--- src/rtl/game_pkg.sv ---
// Shared game-flow encodings and screen geometry for the Darth Invaders top level.
// Widths here are also consumed by the renderer and collision blocks.
package game_pkg;

   localparam int H_ACTIVE = 640;
   localparam int SHOT_Y0  = 440;

   localparam int X_W     = 10;
   localparam int Y_W     = 9;
   localparam int LIVES_W = 3;
   localparam int WAVE_W  = 4;

   typedef enum logic [1:0] {
      ST_ATTRACT = 2'd0,
      ST_PLAY    = 2'd1,
      ST_DYING   = 2'd2,
      ST_OVER    = 2'd3
   } state_t;

endpackage

--- src/rtl/shot_unit.sv ---
// Player shot register plus fire-button edge latch; optional AUTOFIRE_EN refires while btn_u is held.
// Latency: one cycle, registered outputs; no backpressure (all inputs are level or single-cycle pulses).
module shot_unit
   import game_pkg::*;
#(
   parameter int PLAYER_W   = 32,
   parameter int SHOT_SPEED = 8
) (
   input  logic           master_clk,
   input  logic           BTN_Reset,
   input  logic           frame_tick,
   input  logic           btn_u,
   input  logic           play,
   input  logic           clr,
   input  logic [X_W-1:0] player_x,
   output logic           fire_req,
   output logic           shot_active,
   output logic [X_W-1:0] shot_x,
   output logic [Y_W-1:0] shot_y
);

   localparam logic [Y_W-1:0] SPEED  = Y_W'(SHOT_SPEED);
   localparam logic [Y_W-1:0] LAUNCH = Y_W'(SHOT_Y0);
   localparam logic [X_W-1:0] HALF_W = X_W'(PLAYER_W / 2);

   logic btn_u_q;
   logic rise;
   logic fire_eff;

   assign rise = btn_u & ~btn_u_q;

`ifdef AUTOFIRE_EN
   assign fire_eff = fire_req | (play & btn_u);
`else
   assign fire_eff = fire_req;
`endif

   always_ff @(posedge master_clk or posedge BTN_Reset) begin
      if (BTN_Reset) begin
         btn_u_q     <= 1'b0;
         fire_req    <= 1'b0;
         shot_active <= 1'b0;
         shot_x      <= '0;
         shot_y      <= LAUNCH;
      end else begin
         btn_u_q <= btn_u;
         // A tick consumes the pending request; an edge arriving on that same cycle waits for the next tick.
         if (frame_tick)
            fire_req <= rise;
         else if (rise)
            fire_req <= 1'b1;

         if (clr) begin
            shot_active <= 1'b0;
         end else if (frame_tick && play) begin
            if (shot_active) begin
               if (shot_y < SPEED)
                  shot_active <= 1'b0;
               else
                  shot_y <= shot_y - SPEED;
            end else if (fire_eff) begin
               shot_active <= 1'b1;
               shot_x      <= player_x + HALF_W;
               shot_y      <= LAUNCH;
            end
         end
      end
   end

endmodule

--- src/rtl/game_sequencer.sv ---
// Game-flow controller: state machine, ship movement, lives/score/wave; shot handled by shot_unit (AUTOFIRE_EN option).
// Latency: all outputs registered, frame_tick updates visible next cycle; no backpressure.
module game_sequencer
   import game_pkg::*;
#(
   parameter int PLAYER_W     = 32,
   parameter int PLAYER_STEP  = 4,
   parameter int SHOT_SPEED   = 8,
   parameter int LIVES_INIT   = 3,
   parameter int DEATH_FRAMES = 60,
   parameter int SCORE_W      = 16
) (
   input  logic               master_clk,
   input  logic               BTN_Reset,
   input  logic               frame_tick,
   input  logic               btn_l,
   input  logic               btn_r,
   input  logic               btn_u,
   input  logic               alien_hit,
   input  logic               player_hit,
   input  logic               aliens_cleared,
   output logic [1:0]         state,
   output logic [X_W-1:0]     player_x,
   output logic               shot_active,
   output logic [X_W-1:0]     shot_x,
   output logic [Y_W-1:0]     shot_y,
   output logic [LIVES_W-1:0] lives,
   output logic [SCORE_W-1:0] score,
   output logic [WAVE_W-1:0]  wave,
   output logic               wave_start
);

   localparam int CNT_W = $clog2(DEATH_FRAMES + 1);

   localparam logic [X_W-1:0]     X_MAX  = X_W'(H_ACTIVE - PLAYER_W);
   localparam logic [X_W-1:0]     X_CTR  = X_W'((H_ACTIVE - PLAYER_W) / 2);
   localparam logic [X_W-1:0]     STEP   = X_W'(PLAYER_STEP);
   localparam logic [X_W-1:0]     R_LIM  = X_W'(H_ACTIVE - PLAYER_W - PLAYER_STEP);
   localparam logic [LIVES_W-1:0] L_INIT = LIVES_W'(LIVES_INIT);
   localparam logic [CNT_W-1:0]   D_INIT = CNT_W'(DEATH_FRAMES);

   state_t           st;
   logic [CNT_W-1:0] death_cnt;
   logic             fire_req;
   logic             in_play;

   assign state   = st;
   assign in_play = (st == ST_PLAY);

   shot_unit #(
      .PLAYER_W   (PLAYER_W),
      .SHOT_SPEED (SHOT_SPEED)
   ) u_shot (
      .master_clk  (master_clk),
      .BTN_Reset   (BTN_Reset),
      .frame_tick  (frame_tick),
      .btn_u       (btn_u),
      .play        (in_play),
      .clr         (in_play & (alien_hit | player_hit | aliens_cleared)),
      .player_x    (player_x),
      .fire_req    (fire_req),
      .shot_active (shot_active),
      .shot_x      (shot_x),
      .shot_y      (shot_y)
   );

   always_ff @(posedge master_clk or posedge BTN_Reset) begin
      if (BTN_Reset) begin
         st         <= ST_ATTRACT;
         player_x   <= X_CTR;
         lives      <= L_INIT;
         score      <= '0;
         wave       <= '0;
         wave_start <= 1'b0;
         death_cnt  <= '0;
      end else begin
         wave_start <= 1'b0;
         case (st)
            ST_ATTRACT: begin
               if (frame_tick && fire_req) begin
                  st         <= ST_PLAY;
                  lives      <= L_INIT;
                  score      <= '0;
                  wave       <= '0;
                  wave_start <= 1'b1;
               end
            end
            ST_PLAY: begin
               if (frame_tick && (btn_l ^ btn_r)) begin
                  if (btn_l)
                     player_x <= (player_x < STEP) ? '0 : player_x - STEP;
                  else
                     player_x <= (player_x > R_LIM) ? X_MAX : player_x + STEP;
               end
               if (alien_hit && (score != '1))
                  score <= score + SCORE_W'(1);
               if (aliens_cleared) begin
                  if (wave != '1)
                     wave <= wave + WAVE_W'(1);
                  wave_start <= 1'b1;
               end
               // player_hit decides the next state even when other events coincide
               if (player_hit) begin
                  lives <= lives - LIVES_W'(1);
                  if (lives == LIVES_W'(1)) begin
                     st <= ST_OVER;
                  end else begin
                     st        <= ST_DYING;
                     death_cnt <= D_INIT;
                  end
               end
            end
            ST_DYING: begin
               if (frame_tick) begin
                  if (death_cnt <= CNT_W'(1)) begin
                     death_cnt <= '0;
                     player_x  <= X_CTR;
                     st        <= ST_PLAY;
                  end else begin
                     death_cnt <= death_cnt - CNT_W'(1);
                  end
               end
            end
            ST_OVER: begin
               if (frame_tick && fire_req)
                  st <= ST_ATTRACT;
            end
            default: st <= ST_ATTRACT;
         endcase
      end
   end

endmodule
--- config.mk ---
export PLATFORM = sky130hd
export DESIGN_NAME = game_sequencer
export DESIGN_NICKNAME = d
export VERILOG_FILES = /design/src/rtl/game_pkg.sv /design/src/rtl/shot_unit.sv /design/src/rtl/game_sequencer.sv
export SDC_FILE = /design/constraint.sdc
export NUM_CORES = 1
export LEC_CHECK = 0
export BUFFER_PORTS_ARGS = -buffer_cell sky130_fd_sc_hd__clkbuf_2
export CAP_MARGIN = 10
export CORE_AREA = 4 4 88 90
export CTS_CLUSTER_DIAMETER = 40
export CTS_CLUSTER_SIZE = 28
export DETAILED_ROUTE_END_ITERATION = 8
export DIE_AREA = 0 0 92 94
export PLACE_DENSITY_LB_ADDON = 0.1
export SETUP_SLACK_MARGIN = 0.5
export SLEW_MARGIN = 10
export SYNTH_ARGS = -nofsm -noshare
export SYNTH_HDL_FRONTEND = slang
export SYNTH_SLANG_ARGS = --single-unit
--- constraint.sdc ---
create_clock -name master_clk -period 2.3 [get_ports master_clk]
set_clock_uncertainty 0.15 [all_clocks]
set_input_delay 0.23 -clock master_clk [delete_from_list [all_inputs] [get_ports master_clk]]
set_output_delay 0.23 -clock master_clk [all_outputs]
set_load 0.01 [all_outputs]
==> flow_metrics.py <==
metrics = {
    "floorplan": {
        "rows": 31,
        "coreArea_sq_um": 7060,
        "pin_count": 65,
        "start_util": 0.484,
        "die_w_um": 92,
        "die_h_um": 94,
        "die_area_sq_um": 8650,
    },
    "worst_setup_path": {
        "worstRegToRegCells": 7,
        "critPathMaxFanout": 6,
        "critPathMaxStageDelay_ns": 0.64,
        "arrival_ns": 2.19,
        "r2r_setup_slack_ns": 0.22,
        "critPathKind": "reg2reg",
        "cpLargestDelayFamily": "flip-flops",
        "cp_cell_sequence": "inv_4 -> ha_4 -> and4bb_2 -> a21oi_4 -> o21ai_1 -> or2_4 -> a31oi_1",
        "critPathCaptureType": "flip-flop",
        "start_kind": "flip-flop",
        "critPathSlowestCell": "dfstp_2",
        "path_buf_inv": 1,
        "r2r-start": "player_x[4]",
        "required_ns": 2.41,
        "timing.rr.end": "player_x[7]",
    },
    "power_and_ir_drop": {
        "p_leak_nw": 2.16,
        "p_total_mw": 4.94,
        "peakVddDrop_uv": 600,
        "power.density_nw_per_um2": 1040,
    },
    "cells_and_area": {
        "final_cells": 587,
        "syn_to_final_growth_pct": 39.7,
        "antenna_cells": 0,
        "drive_gt1_frac": 0.445,
        "final_nets": 505,
        "final_core_util": 0.676,
    },
    "clocking": {
        "clockBufferDepth": 2,
        "cts.htree.levels": 3,
        "tritoncts": "yes",
        "cts_buffers": 9,
        "cts.sinks": 57,
        "ctsRootBufferMaster": "clkbuf_8",
        "clk_pin_slew_ns": 0.07,
        "clk_latency_ns": 0.34,
    },
    "timing": {
        "rsz0062_at_grt": "yes",
        "hold_viol": 0,
        "setup_tns_ns": 0,
        "fin_ws_ns": 0.219,
        "post-route-min-period_ns": 2.08,
        "finalMaxSlewViolations": 0,
        "fmax_ghz": 0.481,
        "setup_violations": 0,
        "finalCritPeriodShare": 0.905,
    },
    "drt": {
        "first_pass_iters": 4,
        "drt_iter0_markers": 130,
        "wl_per_cell_um": 15.7,
        "drc": 0,
        "final_antenna_net_count": 0,
        "wl_mm": 9.22,
        "via_per_inst": 5.51,
        "vias": 3237,
    },
    "logic_synthesis": {
        "mappedNetlistArea_sq_um": 3420,
        "synth_seq_cells": 57,
        "synth_edf_count": 0,
        "syn_inst": 376,
        "ys_async_sr_fraction": 1.00,
        "synth_ff_type": "dfrtp_1",
        "yosysWarnings": 0,
        "synth_area_per_cell_sq_um": 9.08,
        "synth_cell_types": 63,
        "seq_area_frac_synth": 0.421,
    },
    "global_routing": {
        "grt_util_all_layers": 0.209,
        "antenna_found_initial": 0,
        "grt_overflow": 0,
        "grt_max_degree": 27,
        "grt_pass1_wl_mm": 14.4,
        "grt_pass1_vias": 3067,
    },
    "run_status": {
        "outcome": "finished, final reports clean",
    },
    "placement": {
        "hpwl_mm": 5.82,
        "dp.cells": 523,
        "pre_cts_ws_ns": 0.144,
        "portBuffers": 57,
        "gp_congestion": 0.886,
    },
    "min_path": {
        "holdCritPathClass": "in2reg",
        "holdPathStages": 3,
        "hold_path_end": "wave_start",
        "min-delay-start": "aliens_cleared",
    },
    "run": {
        "cap_violations": 0,
    },
}
cells by family after synthesis:
family,share of synthesized area
adder cells (fa/ha/maj),0.0506
AND/OR/NAND/NOR,0.206
multiplexers,0.0271
XOR/XNOR,0.0462
other,0.00110
buffers and inverters,0.0659
flip-flops,0.421
AO/OA/AOI/OAI,0.182
stage by stage:
step	instance area [sq um]	hold slack, ns
6_report	4770	0.113
3_5_place_dp	3850	0.102
3_3_place_gp	3850	0.0949
4_1_cts	4280	0.0609
5_1_grt	4770	0.100
2_1_floorplan	3520	0.111
where the power goes:
group	internal [mW]	switching, mW	leakage (nW)
clock	0.383	0.423	0.0818
sequential	1.33	0.382	0.711
combinational	1.19	1.24	1.36
synth_stat cells, types with 4 or more instances:
| cell | n | area, sq um |
|---|---|---|
| a31oi_1 | 9 | 56.3 |
| o22ai_1 | 4 | 25.0 |
| a21o_1 | 6 | 45.0 |
| dfrtp_1 | 47 | 1180 |
| nor2b_1 | 6 | 37.5 |
| buf_4 | 7 | 52.6 |
| nand2_1 | 40 | 150 |
| mux2i_1 | 7 | 70.1 |
| nand4_1 | 6 | 37.5 |
| buf_2 | 4 | 20.0 |
| a21oi_1 | 21 | 105 |
| clkbuf_1 | 8 | 30.0 |
| nor2_1 | 30 | 113 |
| dfstp_2 | 10 | 263 |
| xnor2_1 | 13 | 114 |
| and3_1 | 8 | 50.1 |
| ha_1 | 13 | 163 |
| inv_1 | 20 | 75.1 |
| xor2_1 | 5 | 43.8 |
| o21ai_0 | 19 | 95.1 |
| nand3_1 | 12 | 60.1 |
| nor3_1 | 9 | 45.0 |
| nor4_1 | 6 | 37.5 |
metal layers:
layer,track usage,vias to the layer above,part of all wire
li1,-,1549,-
met1,0.268,1570,0.45
met2,0.339,89,0.48
met3,0.0417,29,0.045
met4,0.0978,0,0.026
met5,0,-,0
worst register-to-register path: cells and delay by family (launching register included):
family	cells	cell delay (ns)
adder cells (fa/ha/maj)	1	0.16
flip-flops	1	0.64
AO/OA/AOI/OAI	3	0.45
AND/OR/NAND/NOR	2	0.53
buffers and inverters	1	0.07
cell usage in the layout, fill, tap and decap left out, types with 8 or more instances in the layout:
cell and instances:
o21ai_0 13, dfstp_2 10, clkbuf_8 9, nor2_1 28
buf_6 10, xnor2_1 13, inv_1 13, buf_4 41
dfrtp_1 41, nand3_1 9, a31oi_1 8, a21oi_1 15
nand2_1 34, clkbuf_2 57
state kept, by name (all words and copies together), names as in the netlist:
signal              count
score                  16
state                   2
lives                   3
u_shot.shot_active      1
u_shot.btn_u_q          1
wave                    4
u_shot.fire_req         1
wave_start              1
death_cnt               6
player_x                8
u_shot.shot_x           8
u_shot.shot_y           6
how the worst max path moves through the flow:
stage          depth (start not counted)  slack, ns     endpoint        start
3_5_place_dp                           7       0.14  player_x[7]  player_x[5]
3_3_place_gp                           7       0.19  player_x[7]  player_x[5]
5_1_grt                                7       0.13  player_x[7]  player_x[4]
6_report                               7       0.22  player_x[7]  player_x[4]
4_1_cts                                8       0.25  player_x[4]  player_x[5]
2_1_floorplan                          6       0.23  player_x[9]  player_x[2]
final cells by class:
class                      count  area, sq um
fill                         554         2290
multi-input combinational    282         2180
sequential                    57         1450
timing repair buffer         113          776
clock buffer                  10          128
tap                           99          124
inverter                      20         80.1
clock inverter                 6         35.0
what timing repair did:
item | 4_1_cts | 5_1_grt
hold buffers | 3 | 0
pin swaps | 9 | 26
endpoints found under the hold margin | 17 | 0
setup buffers | 19 | 24
setup endpoints to repair | 42 | 49
gates cloned | 1 | 1
resized for setup | 24 | 75
Note: power is estimated with default switching activity, not from simulation.
